### src/rtl/riscv_fetch_unit.sv
`default_nettype none
// ============================================================================
//  Module   : riscv_fetch_unit
//  Brief    : Instruction-fetch front end for the Riscv151 core. Owns the PC,
//             drives the icache request port and buffers {pc, instr} pairs in
//             a small FIFO that feeds decode through a valid/ready handshake.
//             Execute-stage redirects flush speculative fetches and resteer
//             the PC. A memory-system stall freezes every piece of state.
//  Revision : 1.0 - initial release
// ============================================================================
module riscv_fetch_unit #(
    parameter int              XLEN     = 32,
    parameter logic [XLEN-1:0] PC_RESET = XLEN'(32'h0000_2000),
    parameter int              DEPTH    = 4
) (
    input  logic            clk,
    input  logic            reset_n,
    // icache request port
    output logic [XLEN-1:0] icache_addr,
    output logic            icache_re,
    input  logic [XLEN-1:0] icache_dout,
    input  logic            stall,
    // redirect from execute
    input  logic            redirect_valid,
    input  logic [XLEN-1:0] redirect_pc,
    // decode handshake
    output logic            dec_valid,
    input  logic            dec_ready,
    output logic [XLEN-1:0] dec_pc,
    output logic [XLEN-1:0] dec_instr
);

    localparam int c_PTR_W = $clog2(DEPTH);
    localparam int c_CNT_W = $clog2(DEPTH + 1);

    localparam logic [c_PTR_W-1:0] c_PTR_ONE   = c_PTR_W'(1);
    localparam logic [c_CNT_W-1:0] c_CNT_ONE   = c_CNT_W'(1);
    localparam logic [c_CNT_W:0]   c_OCC_LIMIT = (c_CNT_W + 1)'(DEPTH);
    localparam logic [XLEN-1:0]    c_PC_STEP   = XLEN'(4);

    // ------------------------------------------------------------------------
    // State
    // ------------------------------------------------------------------------
    logic [XLEN-1:0]    r_fetch_pc;     // address of the next request
    logic [XLEN-1:0]    r_req_pc;       // address of the request now in flight
    logic               r_inflight;     // a response lands on the next unstalled edge
    logic [c_CNT_W-1:0] r_count;        // occupied FIFO entries
    logic [c_PTR_W-1:0] r_head;         // oldest entry, presented to decode
    logic [c_PTR_W-1:0] r_tail;         // next free slot
    logic               r_pend_valid;   // redirect seen while stalled
    logic [XLEN-1:0]    r_pend_pc;      // its word-aligned target

    logic [XLEN-1:0]    r_fifo_pc    [DEPTH];
    logic [XLEN-1:0]    r_fifo_instr [DEPTH];

    // ------------------------------------------------------------------------
    // Combinational control
    // ------------------------------------------------------------------------
    logic [c_CNT_W:0]   w_occ;
    logic               w_issue;
    logic               w_redirect;
    logic [XLEN-1:0]    w_live_target;
    logic [XLEN-1:0]    w_target;
    logic               w_enq;
    logic               w_deq;
    logic               w_unused_lsbs;

    // The low target bits are dropped: fetch addresses are always word aligned.
    assign w_unused_lsbs = ^redirect_pc[1:0];
    assign w_live_target = {redirect_pc[XLEN-1:2], 2'b00};

    // Occupancy counts the in-flight response so that a slot is always
    // reserved for it; a same-cycle dequeue is deliberately not credited.
    assign w_occ      = {1'b0, r_count} + {{c_CNT_W{1'b0}}, r_inflight};
    assign w_issue    = reset_n && (w_occ < c_OCC_LIMIT);

    // A live redirect wins over one that was parked during a stall.
    assign w_redirect = !stall && (redirect_valid || r_pend_valid);
    assign w_target   = redirect_valid ? w_live_target : r_pend_pc;

    // A redirect squashes both the arriving response and any dequeue.
    assign w_enq      = !stall && r_inflight && !w_redirect;
    assign w_deq      = dec_valid && dec_ready && !w_redirect;

    assign icache_addr = r_fetch_pc;
    assign icache_re   = w_issue;
    assign dec_valid   = (r_count != '0) && !stall;
    assign dec_pc      = r_fifo_pc[r_head];
    assign dec_instr   = r_fifo_instr[r_head];

    // ------------------------------------------------------------------------
    // Fetch PC, request tracking and resteer
    // ------------------------------------------------------------------------
    // Advance the PC on every accepted request and remember which address is
    // in flight so its response can be tagged.
    always_ff @(posedge clk or negedge reset_n) begin
        if (!reset_n) begin
            r_fetch_pc <= PC_RESET;
            r_req_pc   <= PC_RESET;
            r_inflight <= 1'b0;
        end else if (!stall) begin
            if (w_redirect) begin
                r_fetch_pc <= w_target;
                r_inflight <= 1'b0;
            end else begin
                r_inflight <= w_issue;
                if (w_issue) begin
                    r_fetch_pc <= r_fetch_pc + c_PC_STEP;
                    r_req_pc   <= r_fetch_pc;
                end
            end
        end
    end

    // ------------------------------------------------------------------------
    // FIFO pointers and occupancy
    // ------------------------------------------------------------------------
    // Pointers wrap naturally because DEPTH is a power of two.
    always_ff @(posedge clk or negedge reset_n) begin
        if (!reset_n) begin
            r_head  <= '0;
            r_tail  <= '0;
            r_count <= '0;
        end else if (!stall) begin
            if (w_redirect) begin
                r_head  <= '0;
                r_tail  <= '0;
                r_count <= '0;
            end else begin
                if (w_enq) begin
                    r_tail <= r_tail + c_PTR_ONE;
                end
                if (w_deq) begin
                    r_head <= r_head + c_PTR_ONE;
                end
                case ({w_enq, w_deq})
                    2'b10:   r_count <= r_count + c_CNT_ONE;
                    2'b01:   r_count <= r_count - c_CNT_ONE;
                    default: r_count <= r_count;
                endcase
            end
        end
    end

    // ------------------------------------------------------------------------
    // Pending redirect
    // ------------------------------------------------------------------------
    // Park redirects that arrive while stalled (last one wins); the first
    // unstalled edge consumes it together with any live redirect.
    always_ff @(posedge clk or negedge reset_n) begin
        if (!reset_n) begin
            r_pend_valid <= 1'b0;
            r_pend_pc    <= '0;
        end else if (stall) begin
            if (redirect_valid) begin
                r_pend_valid <= 1'b1;
                r_pend_pc    <= w_live_target;
            end
        end else if (w_redirect) begin
            r_pend_valid <= 1'b0;
        end
    end

    // ------------------------------------------------------------------------
    // FIFO storage
    // ------------------------------------------------------------------------
    // Write the tagged response at the tail; contents need no reset because
    // the occupancy count alone decides what is valid.
    always_ff @(posedge clk) begin
        if (w_enq) begin
            r_fifo_pc[r_tail]    <= r_req_pc;
            r_fifo_instr[r_tail] <= icache_dout;
        end
    end

endmodule
`default_nettype wire

### config.mk
export PLATFORM = sky130hd
export DESIGN_NAME = riscv_fetch_unit
export DESIGN_NICKNAME = d
export VERILOG_FILES = /design/src/rtl/riscv_fetch_unit.sv
export SDC_FILE = /design/constraint.sdc
export NUM_CORES = 1
export LEC_CHECK = 0
export CORE_UTILIZATION = 60
export DETAILED_ROUTE_END_ITERATION = 10
export HOLD_SLACK_MARGIN = 0.02
export PLACE_DENSITY = 0.85
export SLEW_MARGIN = 10
export SYNTH_ARGS = -nofsm -noshare
export SYNTH_HDL_FRONTEND = slang
export SYNTH_SLANG_ARGS = --single-unit
### constraint.sdc
create_clock -name clk -period 5.15 [get_ports clk]
set_input_delay 0.7725 -clock clk [delete_from_list [all_inputs] [get_ports clk]]
set_output_delay 0.7725 -clock clk [all_outputs]
set_load 0.03 [all_outputs]
== After elaboration in Yosys (flattened, before gate mapping) ==
Memory sizes are Yosys's and may differ from the RTL's.
Cells that the tools add are included.

* Flip-flop bits (word level): 105
* RAM bits: 256
* Bits of input ports: 69
* Output and inout port bits: 98
* Logic and storage cells: 59
* Memories: 2

{| class="wikitable"
|+ Memories
! memory !! words !! bits a word !! read ports !! clocked after Yosys merged registers in !! wr ports !! RTL line !! source
|-
| r_fifo_instr || 4 || 32 || 1 || 0 || 1 || 54 || <nowiki>logic [XLEN-1:0] r_fifo_instr [DEPTH];</nowiki>
|-
| r_fifo_pc || 4 || 32 || 1 || 0 || 1 || 53 || <nowiki>logic [XLEN-1:0] r_fifo_pc [DEPTH];</nowiki>
|}

* $add $sub $neg: 6
* $lt $le $gt $ge: 1
* Equality and inequality tests: 3
* Muxes and demuxes: 15
* Bitwise operators: 2
* Reduce and logical (&&, ||, !) cells: 22

{| class="wikitable"
|+ Operators by type and width
! kind !! count
|-
| $mux W32 || 3
|-
| $add A32 B3 Y32 const B || 1
|-
| $reduce_and A2 Y1 || 5
|-
| $mux W2 || 4
|-
| $reduce_bool A2 Y1 || 4
|-
| $logic_and A1 B1 Y1 || 7
|-
| $mux W1 || 6
|-
| $pmux W3 S2 || 1
|-
| $reduce_bool A3 Y1 || 2
|-
| $add A2 B1 Y2 const B || 2
|-
| $add A3 B1 Y4 || 1
|-
| $lt A4 B3 Y1 const B || 1
|-
| $add A3 B1 Y3 const B || 1
|-
| $mux W3 || 1
|-
| $reduce_and A3 Y1 || 1
|-
| $sub A3 B1 Y3 const B || 1
|-
| $eq A2 B1 Y1 const B || 1
|-
| $eq A2 B2 Y1 const B || 1
|-
| $logic_not A1 Y1 || 2
|-
| $ne A2 B1 Y1 const B || 1
|-
| $not A1 Y1 || 2
|-
| $logic_or A1 B1 Y1 || 1
|}

== Logic depth before layout (Yosys ltp) ==
Gate-level depths: netlist of the first run.

* Depth after elaboration: 7
* Gate-level depth with buffers: 11

== Worst setup path before layout of the first run ==
Ideal clock, no wire load.

* Path kind: input-to-reg
* From: input redirect_valid
* To: memory r_fifo_instr[0][0] (enable)
* Data arrival time: 3.184 ns
* Setup slack: 1.537 ns
* Stages on the path: 5
* Path through: buf_6 > or2_1 > buf_6 > nor3b_1 > and2_1

* Cells in the longest elaborated chain, start to end: 6

{| class="wikitable"
|+ Ends and longest elaborated chain
! element !! RTL line !! source
|-
| from (decl) || 24 || <nowiki>input logic redirect_valid,</nowiki>
|-
| $logic_or A1 B1 Y1 || 78 || <nowiki>assign w_redirect = !stall && (redirect_valid || r_pend_valid);</nowiki>
|-
| $logic_and A1 B1 Y1 || 78 ||
|-
| $logic_not A1 Y1 || 82 || <nowiki>assign w_enq = !stall && r_inflight && !w_redirect;</nowiki>
|-
| $logic_and A1 B1 Y1 || 82 ||
|-
| $mux W1 || 170 || <nowiki>if (w_enq) begin</nowiki>
|-
| $mux W1 (not written as such) || 172 || <nowiki>r_fifo_instr[r_tail] <= icache_dout;</nowiki>
|-
| to (decl) || 54 ||
|}

No other way between the ends.

== Worst setup path after layout of the first run ==
* From: register r_head[0]
* To: output dec_pc[27]

* Cells in the longest elaborated chain, start to end: 1

{| class="wikitable"
|+ Ends and longest elaborated chain
! element !! RTL line !! source
|-
| from (decl) || 48 || <nowiki>logic [c_PTR_W-1:0] r_head;</nowiki>
|-
| from (signal assigned) || 134 || <nowiki>r_head <= r_head + c_PTR_ONE;</nowiki>
|-
| $mem_v2 Z4 W32 || -- ||
|-
| to (decl) || 29 || <nowiki>output logic [XLEN-1:0] dec_pc,</nowiki>
|}

No other way between the ends.

==> results of run 1 <==
==> through the flow <==
stage	power (uW)	hold WS [ns]	instance area, um2	cells	setup WS (ns)
after global placement	4580	0.470	16200	1220	1.69
after CTS	7000	0.0750	17300	1282	1.29
after global routing	7200	0.0800	17300	1282	1.21
after floorplan	4220	0.455	14300	771	1.54
final	6950	0.0936	17300	1282	1.37
after detailed placement	4620	0.472	16200	1220	1.66
==> where the power goes <==
group          total (uW)  internal [uW]  switching [uW]
clock network        2400           1380            1010
logic                 903            458             445
registers            3650           3420             239
total                6950           5260            1700
==> cell usage after synthesis (13+ instances only) <==
master      n  share of area [%]
mux4_2     64                 10
nor2b_1    25                1.1
clkbuf_1   16               0.42
dfrtp_1   103                 18
edfxtp_1  256                 54
xor2_1     18                1.1
xnor2_1    13               0.79
a21oi_1    31                1.1
mux2_2     62                4.9
a211oi_1   27                1.4
buf_2      13               0.45
nand2_1    17               0.45
==> per-layer routing <==
metal / up-vias / routed length, um / global-route usage, %
met5: - / 13 / 0
met4: 2 / 541 / 6.54
met3: 43 / 1620 / 5.15
met2: 232 / 13200 / 38.6
met1: 3786 / 11400 / 29.9
li1: 3371 / - / -
==> cells in the final DEF, fill, tap and decap left out, drive strengths merged, types with 13 or more instances in the layout <==
cell type | netlist | layout
a211oi | 27 | 27
a21oi | 31 | 31
clkbuf | 19 | 50
clkdlybuf4s50 | 0 | 162
dfrtp | 103 | 103
edfxtp | 256 | 256
mux2 | 62 | 62
mux4 | 64 | 64
nand2 | 18 | 18
nor2b | 25 | 25
xnor2 | 13 | 13
xor2 | 18 | 18
==> layout make-up <==
class | instances | share of cell area [%]
Multi-Input combinational cell | 363 | 21.8
Clock inverter | 12 | 0.340
Sequential cell | 361 | 59.7
Tap cell | 319 | 2.31
Clock buffer | 50 | 5.92
Inverter | 7 | 0.152
Timing Repair Buffer | 170 | 9.78
==> worst register-to-register path, cell delays in order (launching register included) <==
cell	delay, ns
dfrtp_1	0.37
or2_1	0.34
nor3b_1	0.59
and2_4	0.92
==> how the worst min path moves through the flow <==
| stage | slack (ns) | endpoint | from |
|---|---|---|---|
| CTS | 0.07 | r_count[2] | reset_n |
| global placement | 0.47 | r_pend_pc[0] | r_pend_pc[0] |
| global route | 0.08 | r_count[2] | reset_n |
| detailed placement | 0.47 | r_pend_pc[0] | r_pend_pc[0] |
| finish | 0.09 | r_count[2] | reset_n |
| floorplan | 0.45 | r_pend_pc[0] | r_pend_pc[0] |
==> cells by family after synthesis <==
logic type	share of synthesized area (%)
mux	15.3
buf+inv	1.77
compound gates	3.23
simple gates	5.27
xor+xnor	1.89
flops	72.0
fa+ha+maj	0.524
==> registers in the layout, summed over array words and instances (netlist names) <==
signal,count
r_pend_valid,1
r_fifo_pc,128
r_count,3
r_fifo_instr,128
r_head,2
r_tail,2
r_inflight,1
icache_addr,32
r_pend_pc,32
r_req_pc,32
==> flow_summary.yaml, run 1 <==
global_route:
  antenna_found_initial: 2
  grt_pass1_wl_mm: 41.7
  overflow: 0
  grt_pass1_vias: 7663
  track_usage_pct: 22.8
  grt_max_degree: 67
synthesis:
  synth_cell_types: 53
  syn_nets: 846
  synth_top_flop_cell: "edfxtp_1"
  synth.avg_cell_area_um2: 18.6
  yosys_warnings: 0
  synth_enable_flop_cells: 256
  ys_ff_latch: 361
  syn_inst: 771
  synth_seq_area_share_pct: 72.0
  syn_area_mm2: 0.0143
  async_flop_share_pct: 29.1
setup_path:
  crit_type: "reg2out"
  worstPathCellList: "buf_12, mux4_2, clkdlybuf4s50_1"
  cp_max_fo: 36
  startpoint: "r_head[0]"
  arrival_ns: 3.01
  slowest_delay_ns: 0.93
  cp_top_family: "buffers and inverters"
  r2r_end: "r_fifo_pc[1][10]"
  crit_path_top_delay_cell: "dfrtp_4"
  crit_required_ns: 4.38
  worstReg2RegStart: "r_pend_valid"
  worst_r2r_path_depth: 3
  regToRegSetupSlack_ns: 2.47
  crit_end: "dec_pc[27]"
  path_depth: 3
  critPathCaptureType: "output port"
  crit_buf_inv: 2
  worst_setup_path_start_kind: "register"
job:
  max_cap_violations: 0
clock_network:
  cts_root_buf: "clkbuf_16"
  clkLatencyLatePin_ns: 0.51
  clk_pin_slew_ns: 0.06
  numCtsBuffers: 35
  cts_resized: 0
  cts_buffer_depth: 3
  cts_htree_levels: 2
  ctsHoldBuffers: 0
  cts.sinks: 361
  cts_setup_buffers: 0
  cts_tree: "yes"
floorplanning:
  core_area_mm2: 0.0235
  pin_count: 167
  dieArea_mm2: 0.0245
  initial_core_util_pct: 61.1
  dieWidth_um: 157
  num_rows: 56
  die_h_um: 157
sta:
  relSlewSlack_pct: 32.0
  fin_setup_tns_ns: 0
  setup_viol: 0
  max_freq_mhz: 265
  clock_skew_ns: 0.0132
  tightest_slew_ns: 1.02
  finalHoldViolations: 0
  period_share_pct: 73.4
  drv_slew: 0
  period_minus_slack_ns: 3.78
  rsz0062_at_grt: "no"
finish:
  fin_nets: 1013
  nFillCells: 1399
  seq_area_mm2: 0.0103
  drive_above_1_share_pct: 21.4
  multi_input_area_mm2: 0.00378
  post-route-util_pct: 73.7
  synthToLayoutAreaGrowth_pct: 20.7
  diodes: 0
detailed_routing:
  ant_nets: 0
  postRouteWirelength_mm: 26.8
  vias: 7434
  first_pass_iters: 4
  avgRoutedWirePerCell_um: 20.9
  viasPerCell: 5.80
  drt_iter0_drc: 363
  drc: 0
placement:
  gp_congestion: 0.787
  dp_hpwl_mm: 15.7
  io_buffers: 164
worst_hold_path:
  hp-class: "in2async"
power_and_ir_drop:
  powerDensity_mw_per_mm2: 402
  p_leak_uw: 0.00590
  ir_drop_uv: 273
run_status:
  status: "complete, no violations"
Note: power is estimated with default switching activity, not from simulation.
==> inputs of run 2 (changes only) <==
Settings changed: CORE_UTILIZATION 60 to 50, PLACE_DENSITY 0.85 to 0.75.
Clock period 5.15 ns to 3.1 ns, I/O delays scaled along.
==> run 2 against run 1 <==
Compared with the run above:
- design area grew 3.2%
- sequential power increased by 65%
- setup slack worse by 1.2 ns
- critical endpoint is now dec_pc[15]
- highest routed layer unchanged
==> flow_summary.yaml, run 2 (same netlist as run 1, synthesis figures left out) <==
global_route:
  antenna_found_initial: 2
  grt_pass1_wl_mm: 43.9
  grt_max_degree: 65
  overflow: 0
  grt_pass1_vias: 7910
  track_usage_pct: 20.0
floorplanning:
  pin_count: 167
  num_rows: 61
  die_h_um: 171
  dieWidth_um: 171
  core_area_mm2: 0.0280
  dieArea_mm2: 0.0294
  initial_core_util_pct: 51.2
finish:
  fin_nets: 1046
  synthToLayoutAreaGrowth_pct: 24.6
  post-route-util_pct: 63.8
  nFillCells: 1990
  layout_common_cells: "edfxtp_1, clkdlybuf4s50_1, dfrtp_1"
  reg_top3: "r_fifo_instr (128), r_fifo_pc (128)"
  drive_above_1_share_pct: 23.9
  final_common_cell: "edfxtp_1"
setup_path:
  worst_r2r_path_depth: 9
  worst_setup_path_start_kind: "register"
  crit_required_ns: 2.63
  arrival_ns: 2.46
  crit_type: "reg2out"
  critPathCaptureType: "output port"
  cp_max_fo: 24
placement:
  io_buffers: 164
  dp_hpwl_mm: 17.9
  gp_congestion: 0.802
sta:
  drv_slew: 0
  clock_skew_ns: 0.0140
  relSlewSlack_pct: 52.9
  period_minus_slack_ns: 2.93
  setup_viol: 0
  fin_setup_tns_ns: 0
  max_freq_mhz: 342
  tightest_slew_ns: 0.706
  finalHoldViolations: 0
  rsz0062_at_grt: "no"
  period_share_pct: 94.4
detailed_routing:
  avgRoutedWirePerCell_um: 20.3
  met3_length_mm: 1.99
  vias: 7577
  postRouteWirelength_mm: 28.0
  first_pass_iters: 4
  viasPerCell: 5.50
  ant_nets: 0
  routed-wl-met2_mm: 14.0
  drt_iter0_drc: 482
  drc: 0
  wl_met1_mm: 11.6
  top_layer_used: "met5"
clock_network:
  clk_pin_slew_ns: 0.06
  cts_buffer_depth: 3
  cts_tree: "yes"
  cts_root_buf: "clkbuf_16"
  cts.sinks: 361
  clkLatencyLatePin_ns: 0.52
  cts_htree_levels: 2
  numCtsBuffers: 38
job:
  max_cap_violations: 0
power_and_ir_drop:
  ir_drop_uv: 501
  p_leak_uw: 0.00614
  powerDensity_mw_per_mm2: 667
worst_hold_path:
  hp-class: "in2async"
run_status:
  status: "complete, no violations"
[run 2: changes by cell type in the layout (fill, tap and decap cells not counted), sizes merged]
cell	before	now
buf	8	38
bufinv	0	2
clkbuf	50	51
clkdlybuf4s50	162	161
clkinv	10	11
clkinvlp	1	0
diode	0	1
dlygate4sd3	0	1
inv	8	10
[run 2: final cells by class]
class                   instances  area [um2]  area share [%]
repair buffers                200        2080            11.6
diodes                          1        2.50          0.0140
multi-input cells             363        3780            21.1
flip-flops and latches        361       10300            57.8
clock buffers                  51        1020            5.72
clock inverters                16         160           0.896
inverters                       7        26.3           0.147
well taps                     378         473            2.65
[run 2: path summary, 6_finish.rpt]
kind                                 from             end  slack [ns]
max in group asynchronous         reset_n       r_head[0]        1.14
hold / removal                    reset_n  icache_addr[2]        0.31
hold reg to reg              r_pend_pc[1]    r_pend_pc[1]        0.49
setup / recovery                r_head[1]      dec_pc[15]        0.17
min in group clk           redirect_valid      r_count[0]        0.41
setup reg to reg               r_count[0]      r_count[2]        0.55
[run 2: repair_timing]
action,CTS,global route
hold endpoints to repair,3,0
setup buffers,6,0
hold buffers,1,0
gates resized for setup,0,0
setup endpoints to repair,50,0
[run 2: per-stage QoR]
stage	hold WS, ns	worst slack [ns]	std cells	total power [uW]	area [um2]
6_report	0.315	0.173	1377	11900	17900
5_1_grt	0.302	0.0774	1376	12400	17900
4_1_cts	0.291	0.111	1376	12100	17900
3_5_place_dp	0.297	0.236	1302	7720	16600
3_3_place_gp	0.296	0.234	1302	7660	16600
2_1_floorplan	0.169	0.478	771	7010	14300
[run 2: critical path: stages, from the launching register on]
cell	delay, ns
dfrtp_4	0.67
buf_4	0.27
mux4_2	0.30
clkdlybuf4s50_1	0.70
[run 2: layer usage]
metal  GRT usage (%)  vias to the layer above
li1                -                     3449
met1            26.1                     3852
met2            33.7                      233
met3            4.49                       41
met4            5.32                        2
met5               0                        -
[run 2: report_power, final]
part / switching (uW) / internal (uW)
clock: 1780 / 2500
combinational: 789 / 804
sequential: 367 / 5680
==> inputs of run 3 (changes only) <==
Settings changed: CORE_UTILIZATION 50 to 52, CTS_BUF_LIST set to sky130_fd_sc_hd__clkbuf_4, PLACE_DENSITY 0.75 to 0.78.
==> run 3 against run 2 <==
Compared with the run above:
- clock skew rose by 0.012 ns
- worst hold slack lost 0.14 ns
- first-iteration DRC count up 11%
- non-clock buffer count fell by 8
- die area decreased by 3.8%
- setup slack gained 0.0043 ns
- sequential power is essentially flat
- critical path type unchanged
==> flow_summary.yaml, run 3 (same netlist as run 1, synthesis figures left out) <==
setup_path:
  crit_path_top_delay_cell: "mux4_2"
  worstPathCellList: "bufbuf_16, mux4_2, dlygate4sd2_1"
  regToRegSetupSlack_ns: 0.52
  r2r_end: "r_count[2]"
  worst_r2r_path_depth: 9
  worst_setup_path_start_kind: "register"
  cp_max_fo: 25
  critPathCaptureType: "output port"
  cp_top_family: "buffers and inverters"
  slowest_delay_ns: 0.53
  crit_required_ns: 2.63
  arrival_ns: 2.46
  crit_end: "dec_instr[8]"
  worstReg2RegStart: "r_count[0]"
  crit_type: "reg2out"
  startpoint: "r_head[0]"
  path_depth: 3
  crit_buf_inv: 2
detailed_routing:
  viasPerCell: 5.46
  vias: 7767
  drc: 0
  drt_iter0_drc: 536
  ant_nets: 0
  postRouteWirelength_mm: 27.1
  avgRoutedWirePerCell_um: 19.0
  first_pass_iters: 5
placement:
  dp_hpwl_mm: 17.1
  gp_congestion: 0.817
  io_buffers: 164
floorplanning:
  dieWidth_um: 168
  initial_core_util_pct: 53.0
  num_rows: 60
  pin_count: 167
  dieArea_mm2: 0.0282
  die_h_um: 168
  core_area_mm2: 0.0270
power_and_ir_drop:
  p_switching_uw: 2930
  pwr-share-comb_pct: 13.3
  total_power_uw: 11400
  swShare_pct: 25.7
  p_int_uw: 8470
  p_leak_uw: 0.00631
  powerDensity_mw_per_mm2: 645
  pwr-share-seq_pct: 53.2
  p_clk_share_pct: 33.5
  ir_drop_uv: 380
sta:
  max_freq_mhz: 342
  tightest_slew_ns: 0.731
  period_share_pct: 94.3
  setup_viol: 0
  drv_slew: 0
  period_minus_slack_ns: 2.92
  fin_setup_tns_ns: 0
  relSlewSlack_pct: 51.3
  rsz0062_at_grt: "no"
  finalHoldViolations: 0
  clock_skew_ns: 0.0255
finish:
  nFillCells: 1965
  reg_top3: "r_fifo_instr (128), r_fifo_pc (128)"
  synthToLayoutAreaGrowth_pct: 23.2
  layout_common_cells: "edfxtp_1, clkbuf_4, dfrtp_1"
  post-route-util_pct: 65.3
  final_common_cell: "edfxtp_1"
  drive_above_1_share_pct: 30.0
  fin_nets: 1089
global_route:
  antenna_found_initial: 1
  grt_pass1_vias: 8032
  grt_pass1_wl_mm: 43.4
  overflow: 0
  track_usage_pct: 20.2
  grt_max_degree: 65
run_status:
  status: "complete, no violations"
worst_hold_path:
  hp-class: "in2async"
job:
  max_cap_violations: 0
clock_network:
  cts_htree_levels: 3
  cts_buffer_depth: 3
  cts_root_buf: "clkbuf_4"
  numCtsBuffers: 89
  cts_tree: "yes"
  clk_pin_slew_ns: 0.07
  cts.sinks: 361
  clkLatencyLatePin_ns: 0.67
-- run 3: cell count changes in the layout (fill, tap and decap cells not counted), sizes merged --
cell | before | now
dlygate4sd2 | 0 | 62
bufinv | 2 | 0
dlymetal6s2s | 0 | 3
clkdlybuf4s50 | 161 | 97
bufbuf | 0 | 1
buf | 38 | 28
clkinv | 11 | 13
clkbuf | 51 | 141
clkinvlp | 0 | 3
inv | 10 | 8
-- run 3: area by class of cell --
class	count	area [um2]	area share [%]
Clock buffer	141	1060	5.99
Clock inverter	17	77.6	0.439
Tap cell	341	427	2.42
Inverter	7	26.3	0.149
Timing Repair Buffer	192	1970	11.1
Sequential cell	361	10300	58.5
Antenna cell	1	2.50	0.0142
Multi-Input combinational cell	363	3780	21.4
-- run 3: timing repair --
| action | 4_1_cts | 5_1_grt |
|---|---|---|
| hold buffers | 1 | 0 |
| buffers inserted | 1 | 0 |
| endpoints found under the hold margin | 45 | 0 |
| endpoints found under the setup margin | 64 | 3 |
| cloned | 1 | 0 |
| gates resized for setup | 64 | 3 |
-- run 3: routing by layer --
layer / part of all wire [%] / track usage, % / vias to the layer above
met2: 48 / 31.9 / 259
met1: 43 / 26.9 / 3862
met5: 0 / 0 / -
met3: 6.9 / 5.74 / 52
met4: 2.1 / 7.50 / 0
li1: - / - / 3594
-- run 3: worst min-delay path by stage --
stage          startpoint              to  slack (ns)  cells after the start
6_report          reset_n     r_req_pc[5]        0.17                      2
5_1_grt           reset_n     r_req_pc[5]        0.10                      2
4_1_cts           reset_n     r_req_pc[5]        0.11                      2
3_5_place_dp      reset_n    r_pend_valid        0.32                      1
3_3_place_gp      reset_n    r_pend_valid        0.33                      1
2_1_floorplan     reset_n  icache_addr[0]        0.17                      0
-- run 3: power groups by stage --
| stage | Combinational [uW] | Clock (uW) | Sequential [uW] |
|---|---|---|---|
| final | 1510 | 3820 | 6060 |
| after global routing | 1630 | 4190 | 6110 |
| after CTS | 1540 | 3950 | 6060 |
| after detailed placement | 1560 | 0 | 6150 |
| after global placement | 1540 | 0 | 6110 |
| after floorplan | 872 | 0 | 6140 |
-- run 3: per-stage QoR --
step	hold WS (ns)	std cells	worst slack, ns	area [um2]
5_1_grt	0.103	1423	0.0388	17700
3_5_place_dp	0.324	1261	0.142	16500
6_report	0.171	1423	0.177	17700
3_3_place_gp	0.326	1261	0.234	16500
2_1_floorplan	0.169	771	0.478	14300
4_1_cts	0.112	1422	0.00381	17700
-- run 3: worst reg2reg max path: stages, from the launching register on --
cell,delay [ns]
dfrtp_1,0.46
o31ai_1,0.48
or3_1,0.23
nor2_1,0.06
xnor2_1,0.15
ha_1,0.22
or3_1,0.37
o211ai_2,0.20
o21ai_1,0.08
a32o_1,0.22
